$ cat src/rtl/pipe_unfunnel_pkg.sv
// Shared definitions for the Echo request unfunnel: header layout, FSM states, request message.
package pipe_unfunnel_pkg;

    localparam int HDR_LEN_HI = 31;
    localparam int HDR_LEN_LO = 16;
    localparam int HDR_TAG_HI = 15;

    localparam int REQ_DATA_W = 96;
    localparam int REQ_TAG_W  = 32;

    typedef enum logic [1:0] {
        IDLE,
        BODY,
        DROP,
        HOLD
    } state_t;

    // Matches the request data struct on the decoder side: data above tag.
    typedef struct packed {
        logic [REQ_DATA_W-1:0] data;
        logic [REQ_TAG_W-1:0]  tag;
    } msg_t;

    function automatic logic [15:0] sat_inc16(input logic [15:0] v);
        return (v == 16'hFFFF) ? v : v + 16'd1;
    endfunction

endpackage

$ cat src/rtl/pipe_unfunnel_if.sv
// Word-in / message-out handshake bundle; master is the unfunnel block, slave is its surroundings.
interface pipe_unfunnel_if
    import pipe_unfunnel_pkg::*;
#(
    parameter int WORD_W    = 32,
    parameter int MAX_WORDS = 3,
    parameter int MSG_W     = WORD_W * (MAX_WORDS + 1)
);

    logic              in_enq__ENA;
    logic [WORD_W-1:0] in_enq_v;
    logic              in_enq__RDY;
    logic              out_enq__ENA;
    logic [MSG_W-1:0]  out_enq_v;
    logic              out_enq__RDY;

    modport master (
        input  in_enq__ENA, in_enq_v, out_enq__RDY,
        output in_enq__RDY, out_enq__ENA, out_enq_v
    );

    modport slave (
        output in_enq__ENA, in_enq_v, out_enq__RDY,
        input  in_enq__RDY, out_enq__ENA, out_enq_v
    );

endinterface

$ cat src/rtl/pipe_unfunnel.sv
// Reassembles header-framed 32-bit words into one {data, tag} request message; oversized frames are dropped and counted.
// Message valid the edge after the last payload word; HOLD stalls input until the message is taken.
module pipe_unfunnel
    import pipe_unfunnel_pkg::*;
#(
    parameter  int WORD_W    = 32,
    parameter  int MAX_WORDS = 3,
    localparam int MSG_W     = WORD_W * (MAX_WORDS + 1)
) (
    input  logic               CLK,
    input  logic               RST,
    pipe_unfunnel_if.master    bus,
    output logic [15:0]        drop_count
);

    localparam int IDX_W = (MAX_WORDS > 1) ? $clog2(MAX_WORDS) : 1;

    state_t             state_q, state_d;
    logic [15:0]        rem_q, rem_d;
    logic [IDX_W-1:0]   idx_q, idx_d;
    logic [MSG_W-1:0]   msg_q, msg_d;
    logic [15:0]        drop_q, drop_d;

    logic               word_acc;
    logic               msg_acc;
    logic [15:0]        hdr_len;

    assign bus.in_enq__RDY  = (state_q != HOLD);
    assign bus.out_enq__ENA = (state_q == HOLD);
    assign bus.out_enq_v    = msg_q;
    assign drop_count       = drop_q;

    assign word_acc = bus.in_enq__ENA && (state_q != HOLD);
    assign msg_acc  = (state_q == HOLD) && bus.out_enq__RDY;
    assign hdr_len  = bus.in_enq_v[HDR_LEN_HI:HDR_LEN_LO];

    always_comb begin
        state_d = state_q;
        rem_d   = rem_q;
        idx_d   = idx_q;
        msg_d   = msg_q;
        drop_d  = drop_q;
        case (state_q)
            IDLE: begin
                if (word_acc) begin
                    // Clearing on every header keeps short frames zero-padded.
                    msg_d                = '0;
                    msg_d[HDR_TAG_HI:0]  = bus.in_enq_v[HDR_TAG_HI:0];
                    rem_d                = hdr_len;
                    idx_d                = '0;
                    if (hdr_len == 16'd0)
                        state_d = HOLD;
                    else if (hdr_len <= 16'(MAX_WORDS))
                        state_d = BODY;
                    else
                        state_d = DROP;
                end
            end
            BODY: begin
                if (word_acc) begin
                    msg_d[MSG_W-1 - WORD_W*int'(idx_q) -: WORD_W] = bus.in_enq_v;
                    idx_d = idx_q + 1'b1;
                    rem_d = rem_q - 16'd1;
                    if (rem_q == 16'd1)
                        state_d = HOLD;
                end
            end
            DROP: begin
                if (word_acc) begin
                    rem_d = rem_q - 16'd1;
                    if (rem_q == 16'd1) begin
                        state_d = IDLE;
                        drop_d  = sat_inc16(drop_q);
                    end
                end
            end
            HOLD: begin
                if (msg_acc)
                    state_d = IDLE;
            end
            default: state_d = IDLE;
        endcase
    end

    always_ff @(posedge CLK or posedge RST) begin
        if (RST) begin
            state_q <= IDLE;
            rem_q   <= '0;
            idx_q   <= '0;
            msg_q   <= '0;
            drop_q  <= '0;
        end else begin
            state_q <= state_d;
            rem_q   <= rem_d;
            idx_q   <= idx_d;
            msg_q   <= msg_d;
            drop_q  <= drop_d;
        end
    end

endmodule

$ cat src/flat_wrapper.sv
// flat-port wrapper written by rule: the top's interface ports become plain ports
module pipe_unfunnel_flat import pipe_unfunnel_pkg::*;
#(
    parameter  int WORD_W    = 32,
    parameter  int MAX_WORDS = 3,
    localparam int MSG_W     = WORD_W * (MAX_WORDS + 1)
)
  (CLK, RST, drop_count, bus_in_enq__ENA, bus_in_enq_v, bus_out_enq__RDY, bus_in_enq__RDY, bus_out_enq__ENA, bus_out_enq_v);
  pipe_unfunnel_if #(.WORD_W(WORD_W), .MAX_WORDS(MAX_WORDS)) bus_i ();
  input  logic CLK;
  input  logic RST;
  output logic [15:0] drop_count;
  input wire logic [$bits(bus_i.in_enq__ENA)-1:0] bus_in_enq__ENA;
  input wire logic [$bits(bus_i.in_enq_v)-1:0] bus_in_enq_v;
  input wire logic [$bits(bus_i.out_enq__RDY)-1:0] bus_out_enq__RDY;
  output wire logic [$bits(bus_i.in_enq__RDY)-1:0] bus_in_enq__RDY;
  output wire logic [$bits(bus_i.out_enq__ENA)-1:0] bus_out_enq__ENA;
  output wire logic [$bits(bus_i.out_enq_v)-1:0] bus_out_enq_v;
  assign bus_i.in_enq__ENA = bus_in_enq__ENA;
  assign bus_i.in_enq_v = bus_in_enq_v;
  assign bus_i.out_enq__RDY = bus_out_enq__RDY;
  assign bus_in_enq__RDY = bus_i.in_enq__RDY;
  assign bus_out_enq__ENA = bus_i.out_enq__ENA;
  assign bus_out_enq_v = bus_i.out_enq_v;
  pipe_unfunnel #(.WORD_W(WORD_W), .MAX_WORDS(MAX_WORDS)) u_core (.CLK(CLK), .RST(RST), .bus(bus_i), .drop_count(drop_count));
endmodule
$ cat config.mk
export PLATFORM = sky130hd
export DESIGN_NAME = pipe_unfunnel_flat
export DESIGN_NICKNAME = d
export VERILOG_FILES = /design/src/rtl/pipe_unfunnel_pkg.sv /design/src/rtl/pipe_unfunnel_if.sv /design/src/rtl/pipe_unfunnel.sv /design/src/flat_wrapper.sv
export SDC_FILE = /design/constraint.sdc
export NUM_CORES = 1
export LEC_CHECK = 0
export ABC_CLOCK_PERIOD_IN_PS = 10030
export CORE_MARGIN = 1.5
export CORE_UTILIZATION = 45
export DETAILED_ROUTE_END_ITERATION = 6
export PLACE_DENSITY = 0.72
export SLEW_MARGIN = 20
export SYNTH_ARGS = -nofsm -noshare
export SYNTH_HDL_FRONTEND = slang
export SYNTH_SLANG_ARGS = --single-unit
$ cat constraint.sdc
create_clock -name CLK -period 10.03 [get_ports CLK]
set_clock_uncertainty 0.05 [all_clocks]
set_input_delay 1.003 -clock CLK [delete_from_list [all_inputs] [get_ports CLK]]
set_output_delay 1.003 -clock CLK [all_outputs]
set_load 0.005 [all_outputs]
# Word-level counts from Yosys, hierarchy flattened
# Index checks and enable logic that the tools add are counted.
[op_classes] add_sub_neg=5 order_cmp=1 eq_ne=13 shift=2 mux=19 bitwise=1 reduce_logical=11
[ops] op="$mux 128" count=2
[ops] op="$pmux 128 s2" count=1
[ops] op="$shift 32x33->159 const A" count=1
[ops] op="$shiftx 32x33->159" count=1
[ops] op="$bwmux 128" count=1
[ops] op="$neg 32->33" count=1
[ops] op="$mux 16" count=2
[ops] op="$pmux 16 s2" count=1
[ops] op="$mux 2" count=10
[ops] op="$add 16x1->16 const B" count=1
[ops] op="$eq 16x1->1 const B" count=1
[ops] op="$eq 16x16->1 const B" count=1
[ops] op="$le 16x2->1 const B" count=1
[ops] op="$logic_not 16->1" count=1
[ops] op="$sub 16x1->16 const B" count=1
[ops] op="$ne 2x1->1 const B" count=7
[ops] op="$pmux 2 s4" count=1
[ops] op="$sub 7x7->8 const A" count=1
[ops] op="$reduce_and 3->1" count=2
[ops] op="$reduce_and 6->1" count=1
[ops] op="$eq 2x2->1 const B" count=2
[ops] op="$pmux 2 s2" count=1
[ops] op="$reduce_and 4->1" count=1
[ops] op="$reduce_bool 2->1" count=2
[ops] op="other kinds (7)" count=8
[word_totals] ff_bits=164 inputBits=36 out_inout_bits=146 elab_cells=57

# Longest topological paths before layout
[logic_depth] word_depth=6 depth_mapped=9 mapped_depth_nobuf=7

# Worst setup path before layout
# OpenSTA, ideal clock, no wires.
[synth_timing] kind="input port to flip-flop" from="in bus_in_enq__ENA" to="reg u_core.drop_q[14], in the netlist u_core.drop_count[14]" setup_time_ns=0.125 arrival_time_ns=2.201 required_time_ns=9.855 setup_slack_ns=7.655 cell_stages=6 n_path_buf=1 cell_sequence="nand2b_1 -> buf_2 -> nor3_2 -> nand4_1 -> nor3_1 -> mux2_2"
[synth_between] elab_chain_len=2
[synth_rtl] item="start: declaration" line="flat_wrapper.sv:13" rtl="input wire logic [$bits(bus_i.in_enq__ENA)-1:0] bus_in_enq__ENA;"
[synth_rtl] item="$logic_and 1x1->1" line="pipe_unfunnel.sv:33" rtl="assign word_acc = bus.in_enq__ENA && (state_q != HOLD);"
[synth_rtl] item="$reduce_and 4->1 (no source line)"
[synth_rtl] item="end signal: assignment" line="pipe_unfunnel.sv:97" rtl="drop_q <= drop_d;"
[synth_rtl] item="end: declaration" line="pipe_unfunnel.sv:22" rtl="logic [15:0] drop_q, drop_d;"
# Every way passes these cells.
# A chain may end at the register's enable or synchronous reset.

# Final worst setup path
[layout_timing] from="in bus_in_enq__ENA" to="reg u_core.msg_q[2], in the netlist u_core.bus.out_enq_v[2]"
[layout_between] elab_chain_len=3 elab_cells_between_ends=4
[layout_rtl] item="$logic_and 1x1->1 *" line="pipe_unfunnel.sv:33"
[layout_rtl] item="$ne 2x1->1 (no source line)"
[layout_rtl] item="$reduce_and 3->1 (no source line) *"
[layout_rtl] item="end signal: assignment" line="pipe_unfunnel.sv:96" rtl="msg_q <= msg_d;"
[layout_rtl] item="end: declaration" line="pipe_unfunnel.sv:21" rtl="logic [MSG_W-1:0] msg_q, msg_d;"
# Mark *: on every way between the ends. The rest lies on a longest branch, timed or not.

==> impl_metrics.csv <==
group,metric,value,unit
synth,synth_warnings,0,
cts,tritoncts,"yes",
routing,wl_met2,9450,um
grt,grt_use_total,0.252,
routing,finalWirelength,20500,um
routing,antenna_left,0,
cts,cts.path.max_buffers,2,
routing,drtIter0Drc,507,
synth,ys_ff_latch,164,
worst_setup_path,critPathBufInv,2,
synth,syn-num-nets,828,
die,die_w,130,um
sta,timing.hold.ws,0.413,ns
die,fp.dieArea,0.0168,mm^2
grt,grt-ovfl-total,0,
synth,syn_area_per_cell,9.23,um^2
sta,final_max_slew_viol_count,0,
worst_setup_path,worst-setup-path-type,"input pin to flip-flop",
power,p_per_area,193,mW/mm^2
cts,cts-root-buf,"clkbuf_16",
die,start_util,0.457,
grt,antenna_found_initial,0,
worst_setup_path,cp.depth,6,
die,fp.coreArea,0.0158,mm^2
routing,vias_per_cell,5.36,
sta,finalCritPeriodShare,0.294,
synth,ys_seq_area_frac,0.569,
routing,routed.top_layer,"met4",
worst_setup_path,cp.arrival,3.26,ns
cts,clkTransAtPathRegs,0.06,ns
min_path,hold_class,"flip-flop to flip-flop",
job,maxCapViolCount,0,
routing,routedWlPerCell,17.5,um
worst_setup_path,endpoint_kind,"flip-flop",
routing,firstDrtPassIters,5,
worst_setup_path,crit_path_start_kind,"input pin",
placed_design,hpwl,13900,um
sta,clock.fmax,339,MHz
worst_setup_path,slowest_stage,"a21oi_2",
min_path,holdPathStages,2,
placed_design,io_buffers,181,
die,ioPinCount,182,
placed_design,place.gp.congestion,0.826,
worst_setup_path,cp.required,10.34,ns
routing,wl_met3,1440,um
power,p_leak,4.64,nW
routing,drc_errors,0,
grt,grt_pass1_vias,5733,
worst_setup_path,r2r_cells,7,
final_layout,fin_nets,995,
cts,cts_sinks,164,
synth,syn_inst,781,
worst_setup_path,crit_fanout,49,
die,num_rows,46,
sta,setup_viol,0,
final_layout,drive_above_1_share,0.0656,
synth,ys_types,49,
sta,period_needed,2.95,ns
final_layout,n_antenna_cell,0,
routing,wl_met1,9170,um
cts,cts_buffers,17,
worst_setup_path,cp_slowest_stage_delay,0.60,ns
sta,hold_viol,0,
final_layout,stdcell_area,0.00990,mm^2
sta,rsz0062_at_grt,"no",
sta,relSlewSlack,0.281,
grt,grt_first_pass_wirelength,32100,um
cts,h-tree-depth,4,
die,die_h,130,um
sta,tightestPinTransition,1.07,ns
grt,grt_max_degree,86,
status,status,"finished, final reports clean",
routing,vias,6303,
sta,fin_tns_setup,0,ns
cts,ctsHoldBuffers,0,
cts,insertion_delay,0.43,ns
cts,cts_setup_buffers,0,
placed_design,placed_area,0.00929,mm^2
power,peakVddDrop,128,uV
worst_setup_path,crit_chain,"clkdlybuf4s50_1, nand2b_1, a21o_1, buf_4, a21oi_2, a22o_1",
synth,netlist_area,0.00721,mm^2
worst_setup_path,crit_family,"compound AO/OA/AOI/OAI gates",
cts,cts-resized-gates,0,
final_layout,area_growth,37.3,%
## stage by stage
stage	setup slack, ns	total power [W]	util	instances
finish	7.08	0.00191	0.628	1176
global route	6.93	0.00200	0.628	1176
CTS	7.09	0.00191	0.627	1176
detailed placement	6.64	0.00125	0.589	1145
global placement	6.69	0.00123	0.586	1142
floorplan	4.54	0.00105	-	781
## where the power goes
part	internal (W)	switching [W]
sequential	0.000727	0.0000580
clock	0.000407	0.000258
combinational	0.000185	0.000271
total	0.00132	0.000586
## layout by cell type, fill, tap and decap left out, drive strengths merged, types with 5 or more instances in the layout
| master | Yosys | final |
|---|---|---|
| nand2 | 251 | 251 |
| clkdlybuf4s50 | 0 | 181 |
| dfrtp | 164 | 164 |
| nand3 | 105 | 105 |
| o21ai | 26 | 26 |
| a21oi | 25 | 25 |
| clkbuf | 43 | 21 |
| nor2 | 20 | 20 |
| a22o | 17 | 17 |
| inv | 16 | 16 |
| nor3 | 14 | 14 |
| buf | 3 | 13 |
| ha | 11 | 11 |
| nand4 | 7 | 7 |
| and3 | 7 | 7 |
| nand2b | 6 | 6 |
| xor2 | 6 | 6 |
| xnor2 | 6 | 6 |
| o22ai | 5 | 5 |
| clkinv | 0 | 5 |
| o22a | 5 | 5 |
| nor4 | 5 | 5 |
## cell type report
cell class | instances | area [um^2]
flip-flops and latches | 164 | 4100
multi-input cells | 555 | 2910
fillers | 1374 | 5870
inverters | 16 | 65.1
well taps | 216 | 270
repair buffers | 194 | 1940
clock inverters | 10 | 130
clock buffers | 21 | 470
## flip-flops by register name, summed over array words and instances (netlist names)
| name | count |
|---|---|
| u_core.rem_q | 16 |
| u_core.state_q | 2 |
| u_core.bus.out_enq_v | 128 |
| u_core.drop_count | 16 |
| u_core.idx_q | 2 |
## synth_stat cells, drive strengths merged
cell type	instances	area, um^2
o41ai	1	8.76
or3	4	26.3
a221o	1	10.0
xnor2	6	52.6
buf	3	13.8
or4	1	11.3
o211ai	1	7.51
nand2	251	942
o32ai	1	8.76
a31oi	3	18.8
nand2b	6	37.5
o22ai	5	31.3
mux2	3	33.8
o21a	1	7.51
ha	11	138
a2bb2oi	2	17.5
clkbuf	43	161
or3b	1	8.76
xor2	6	52.6
nand4	7	43.8
and3	7	45.1
nand3	105	526
a32o	1	10.0
a41oi	2	17.5
nor4	5	52.6
a21o	4	30.0
a22o	17	149
and2b	1	7.51
nor2	20	75.1
nor2b	1	6.26
o21ai	26	130
dfrtp	164	4100
inv	16	60.1
nor4b	2	32.5
a21oi	25	129
and4	3	26.3
nor3	14	80.1
mux2i	3	30.0
o31ai	3	22.5
o22a	5	45.0
## worst register-to-register path, cell delays in order (launching register included)
cell and delay [ns]:
dfrtp_1 0.40, inv_1 0.11, ha_1 0.44, inv_1 0.21, nor3_2 0.89, buf_4 0.41, nand3_1 0.11, nand2_1 0.11
## path summary, 6_finish.rpt
| check | startpoint | end | slack (ns) |
|---|---|---|---|
| max | bus_in_enq__ENA | u_core.bus.out_enq_v[2] | 7.08 |
| min | u_core.bus.out_enq_v[45] | u_core.bus.out_enq_v[45] | 0.41 |
| max reg2reg | u_core.state_q[1] | u_core.bus.out_enq_v[46] | 7.23 |
| min reg2reg | u_core.bus.out_enq_v[45] | u_core.bus.out_enq_v[45] | 0.41 |
| max in group asynchronous | RST | u_core.bus.out_enq_v[123] | 7.65 |
| min in group asynchronous | RST | u_core.bus.out_enq_v[33] | 1.05 |
## kinds of logic after synthesis
group / synth area share
xor gates and xnor gates: 0.0146
and+or+nand+nor: 0.266
AOI/OAI and AO/OA: 0.0892
DFF: 0.569
buffers and inverters: 0.0326
adders and majority gates: 0.0191
muxes: 0.00885
## routing by layer
metal | track usage | vias up
met2 | 0.374 | 231
met5 | 0 | -
met4 | 0.0843 | 0
met3 | 0.0677 | 39
li1 | - | 2978
met1 | 0.359 | 3055
Power figures use the tool's default switching activity.
